===== src/rtl/prior_buffer_ctrl.sv =====
// First-hit priority selector over a programmable search window, driving buffer init/enable/done strobes.
// Optional hit counter output enabled by defining PRIOR_BUFFER_CTRL_HITCNT_EN.
module prior_buffer_ctrl #(
    parameter int LANES = 4,
    parameter int LEN_W = 10,
    localparam int SEL_W = (LANES > 1) ? $clog2(LANES) : 1
) (
    input  logic             clk,
    input  logic             in_ctr_Srst_n,
    input  logic             in_ctr_en,
    input  logic             in_start,
    input  logic [LEN_W-1:0] in_len,
    input  logic [LANES-1:0] in_hit,
    output logic             out_ctr_init,
    output logic             out_ctr_buf_en,
    output logic             out_ctr_valid,
    output logic             out_ctr_done,
    output logic [SEL_W-1:0] out_sel_lane,
    output logic [LEN_W-1:0] out_sel_cycle,
    output logic             out_busy,
    output logic             out_found
`ifdef PRIOR_BUFFER_CTRL_HITCNT_EN
    ,
    output logic [LEN_W+SEL_W:0] out_hit_cnt
`endif
);

    typedef enum logic [1:0] {
        IDLE,
        INIT,
        SEARCH,
        DONE
    } state_t;

    state_t           state;
    logic [LEN_W-1:0] len_q;
    logic [LEN_W-1:0] cnt;
    logic [SEL_W-1:0] hit_lane;
    logic             hit_any;
    logic             active;

    // Strobes are gated by reset and enable so they drop immediately, not one cycle later.
    assign active         = in_ctr_Srst_n && in_ctr_en;
    assign hit_any        = |in_hit;
    assign out_busy       = (state != IDLE);
    assign out_ctr_init   = active && (state == INIT);
    assign out_ctr_buf_en = active && ((state == SEARCH) || (state == DONE));
    assign out_ctr_done   = active && (state == DONE);
    assign out_ctr_valid  = active && (state == SEARCH) && !out_found && hit_any;

    always_comb begin
        logic got;
        got      = 1'b0;
        hit_lane = '0;
        for (int unsigned i = 0; i < LANES; i++) begin
            if (in_hit[i] && !got) begin
                hit_lane = SEL_W'(i);
                got      = 1'b1;
            end
        end
    end

`ifdef PRIOR_BUFFER_CTRL_HITCNT_EN
    localparam int HC_W = LEN_W + SEL_W + 1;

    logic [HC_W-1:0] pop;
    logic [HC_W:0]   hc_sum;

    always_comb begin
        pop = '0;
        for (int unsigned i = 0; i < LANES; i++) begin
            pop = pop + HC_W'(in_hit[i]);
        end
        hc_sum = {1'b0, out_hit_cnt} + {1'b0, pop};
    end

    always_ff @(posedge clk) begin
        if (!in_ctr_Srst_n) begin
            out_hit_cnt <= '0;
        end else if (in_ctr_en) begin
            if ((state == IDLE) && in_start) begin
                out_hit_cnt <= '0;
            end else if (state == SEARCH) begin
                out_hit_cnt <= hc_sum[HC_W] ? '1 : hc_sum[HC_W-1:0];
            end
        end
    end
`endif

    always_ff @(posedge clk) begin
        if (!in_ctr_Srst_n) begin
            state         <= IDLE;
            len_q         <= '0;
            cnt           <= '0;
            out_sel_lane  <= '0;
            out_sel_cycle <= '0;
            out_found     <= 1'b0;
        end else if (in_ctr_en) begin
            case (state)
                IDLE: begin
                    if (in_start) begin
                        state         <= INIT;
                        len_q         <= in_len;
                        cnt           <= '0;
                        out_sel_lane  <= '0;
                        out_sel_cycle <= '0;
                        out_found     <= 1'b0;
                    end
                end
                INIT: begin
                    state <= (len_q == '0) ? DONE : SEARCH;
                end
                SEARCH: begin
                    if (out_ctr_valid) begin
                        out_sel_lane  <= hit_lane;
                        out_sel_cycle <= cnt;
                        out_found     <= 1'b1;
                    end
                    if (cnt == (len_q - LEN_W'(1))) begin
                        state <= DONE;
                    end
                    cnt <= cnt + LEN_W'(1);
                end
                DONE: begin
                    state <= IDLE;
                end
                default: state <= IDLE;
            endcase
        end
    end

endmodule


===== config.mk =====
export PLATFORM = sky130hd
export DESIGN_NAME = prior_buffer_ctrl
export DESIGN_NICKNAME = d
export VERILOG_FILES = /design/src/rtl/prior_buffer_ctrl.sv
export SDC_FILE = /design/constraint.sdc
export NUM_CORES = 1
export LEC_CHECK = 0
export ABC_AREA = 1
export ABC_CLOCK_PERIOD_IN_PS = 3500
export BUFFER_PORTS_ARGS = -buffer_cell sky130_fd_sc_hd__buf_4
export CORE_MARGIN = 2
export CORE_UTILIZATION = 30
export CTS_CLUSTER_DIAMETER = 50
export DETAILED_ROUTE_END_ITERATION = 8
export SLEW_MARGIN = 40
export SYNTH_ARGS = -nofsm -noshare
export SYNTH_HDL_FRONTEND = slang
export SYNTH_SLANG_ARGS = --single-unit
export TNS_END_PERCENT = 100

===== constraint.sdc =====
create_clock -name clk -period 3.5 [get_ports clk]
set_input_delay 0.525 -clock clk [delete_from_list [all_inputs] [get_ports clk]]
set_output_delay 0.525 -clock clk [all_outputs]
set_load 0.005 [all_outputs]

==> summary.txt <==
Synthesis
  • Yosys cell types: 29
  • Share of the synthesized area in the top cell type: 0.3771
  • Synthesis Warnings: 0
  • Mean post-synth cell area: 7.065 µm²
  • FFs w/ async S/R, synth: 0
  • Post-synth top area cell: dfxtp_1
  • Mapped Cells: about 260
  • Register area share after synthesis: 0.3771
  • Post-synth EDFFs: 0
  • Ranking of synthesized cells by area: dfxtp_1 (38%), nand2_1 (9.7%), inv_1 (7.3%)
  • Synthesized Nets: 287
  • Post-Syn Area: 0.001858 mm²
  • Synth Flop Type: dfxtp_1
  • Synthesis-stage register bit count: 35

Detailed routing
  • ANT nets after route: 0
  • Number of DRC markers in iteration 0: 69
  • Via count: 1670
  • Post-Route WL: 3999 µm
  • Vias per Instance: approximately 4.5
  • Wire per inst: 10.66 µm
  • Pre-antenna DRT Iters: 4
  • Drt drc: 0

Placement
  • Pre-CTS WS: around 1.4 ns
  • RD Place Congestion: 0.7949
  • Detailed placement HPWL: 3109 µm
  • I/O Buffers: 35

STA
  • Minimum clock period: 2.086 ns
  • Max Slew Vio Count: 0
  • Slack of the critical path: 1.414 ns
  • Fin. Hold Viols: 0
  • FMAX: 479.4 MHz
  • TNS Setup: 0 ns
  • Slew @ Worst Pin: ~0.6 ns
  • Relative slew margins: 0.6075
  • RSZ-0062 raised after global routing: false
  • Final setup vio count: 0
  • Final period util: 0.5960
  • Clk_skew: 0.005852 ns

Finish
  • Final Util: 0.3815
  • Share of layout cells above drive strength 1: 0.1933
  • Ant. Diodes: 0
  • Commonest non-fill, non-tap cell in the layout: nand2_1
  • Highest-count cells in the layout ignoring fill and taps: nand2_1 (48), inv_1 (36), dfxtp_1 (35), buf_4 (35), nor2_1 (29)
  • Nets: 324
  • Synthesis-to-layout area growth: 22.29%

Setup path
  • Critical path's slowest cell: dfxtp_1
  • CP arrival: 2.24 ns
  • WP buf/inv: 3
  • Critical-path maximum fanout: 19
  • Critical Path End Type: flip-flop
  • Req. time, crit path: 3.65 ns
  • Critical path class: reg2reg
  • Delay-heaviest family, CP: simple AND/OR/NAND/NOR gates
  • CP Cell Sequence: inv_1, ha_1, inv_2, nor2_4, nor2_8, nand2_2, o21ai_2, inv_4, nand3_1, o21ai_0
  • Max incr delay on CP: 0.39 ns
  • CP Launch Type: flip-flop

Global route
  • Number of global-route vias before repair: 1477
  • GR Overflow Total: 0
  • Largest net degree at the start of global routing: 25
  • Initial antenna violation count: 0
  • First-pass GRT wire length: 6699 µm
  • Gr usage total: 0.1301

Job
  • Max-cap check violation count: 0

Clock tree
  • Clock-pin slew on the worst setup and hold paths: 0.07 ns
  • Post_cts resized: 0
  • Max Root-Sink Buffers: 2
  • Clock latency on the worst-skew pair: ~0.28 ns
  • H-tree levels: 2
  • Hold buffers post-CTS: 0
  • # Post-CTS Setup Buffers: 0
  • Root buffer cell: clkbuf_8
  • Sink Count: 35
  • CTS Buf Count: 5
  • CTS tree: yes

Floorplan
  • Die X: roughly 83 µm
  • Starting density of the core: 0.3120
  • Core Region: 0.005956 mm²
  • # rows: 28
  • Die ar.: 0.006839 mm²
  • I/O pins: 36
  • Die span in y: 82.70 µm

Power
  • Power, Total: 0.0009605 W
  • Pleak: 1.038 nW
  • Pwr dens: 422.7 mW/mm²
  • Maximum VDD drop: 139.9 µV

Worst hold path
  • Worst Hold Class: in2reg

Run status
  • Run status: completed
[layer usage]
metal  global-route usage  routed length (µm)
met1               0.1712                2063
met5                    0                   0
met4              0.04426                  35
met2               0.2048                1718
met3              0.03587                 182
[through the flow]
stage	hold slack [ns]	instance area (µm²)	instances
finish	0.4487	2272	375
floorplan	0.4487	1858	263
detailed placement	0.4621	2185	368
global placement	0.4625	2185	368
CTS	0.4377	2272	375
global route	0.4458	2272	375
[registers in the layout, summed over array words and instances (netlist names)]
name           count
cnt               10
len_q             10
out_found          1
out_sel_cycle     10
out_sel_lane       2
state              2
[path summary, 6_finish.rpt]
kind	slack (ns)	end	depth (start not counted)	from
setup / recovery	1.41	out_sel_cycle[0]	10	state[0]
hold / removal	0.45	out_sel_lane[0]	2	in_hit[0]
setup reg to reg	1.41	out_sel_cycle[0]	10	state[0]
hold reg to reg	0.47	out_sel_cycle[9]	2	out_sel_cycle[9]
[cell families (layout without fill, tap and decap cells)]
group                    Yosys count  after routing  share of synthesized area
buffers and inverters             44             81                    0.09630
flip-flops                        35             35                     0.3771
AO/OA/AOI/OAI                     56             56                     0.1636
XOR/XNOR                           6              6                    0.02828
adder cells (fa/ha/maj)            6              6                    0.04040
AND/OR/NAND/NOR                  116            116                     0.2943
[cell type report]
cell class,instances,area [µm²]
clock buffer,6,82.58
sequential,35,700.7
timing repair buffer,35,262.8
multi-input combinational,184,978.4
tap,75,93.84
inverter,39,148.9
fill,643,3684
clock inverter,1,5.005
[synthesized netlist by cell type (2+ instances only)]
library cell	n
nor3_2	2
nand2_2	3
dfxtp_1	35
nor3_4	2
o21ai_1	5
inv_2	2
nor3_1	3
xor2_1	4
nand3_1	26
o21ai_2	2
a21oi_1	20
xnor2_1	2
nand2_1	48
ha_1	6
o31ai_1	2
inv_1	36
nor2_1	29
o21ai_0	23
buf_2	3
[report_power, final]
group / total, W / internal, W / switching [W]
clock network: 0.000293 / 0.000154 / 0.000139
logic: 0.000234 / 0.0000893 / 0.000144
registers: 0.000434 / 0.000417 / 0.0000168
No activity file was read; power rests on OpenSTA's default activity.
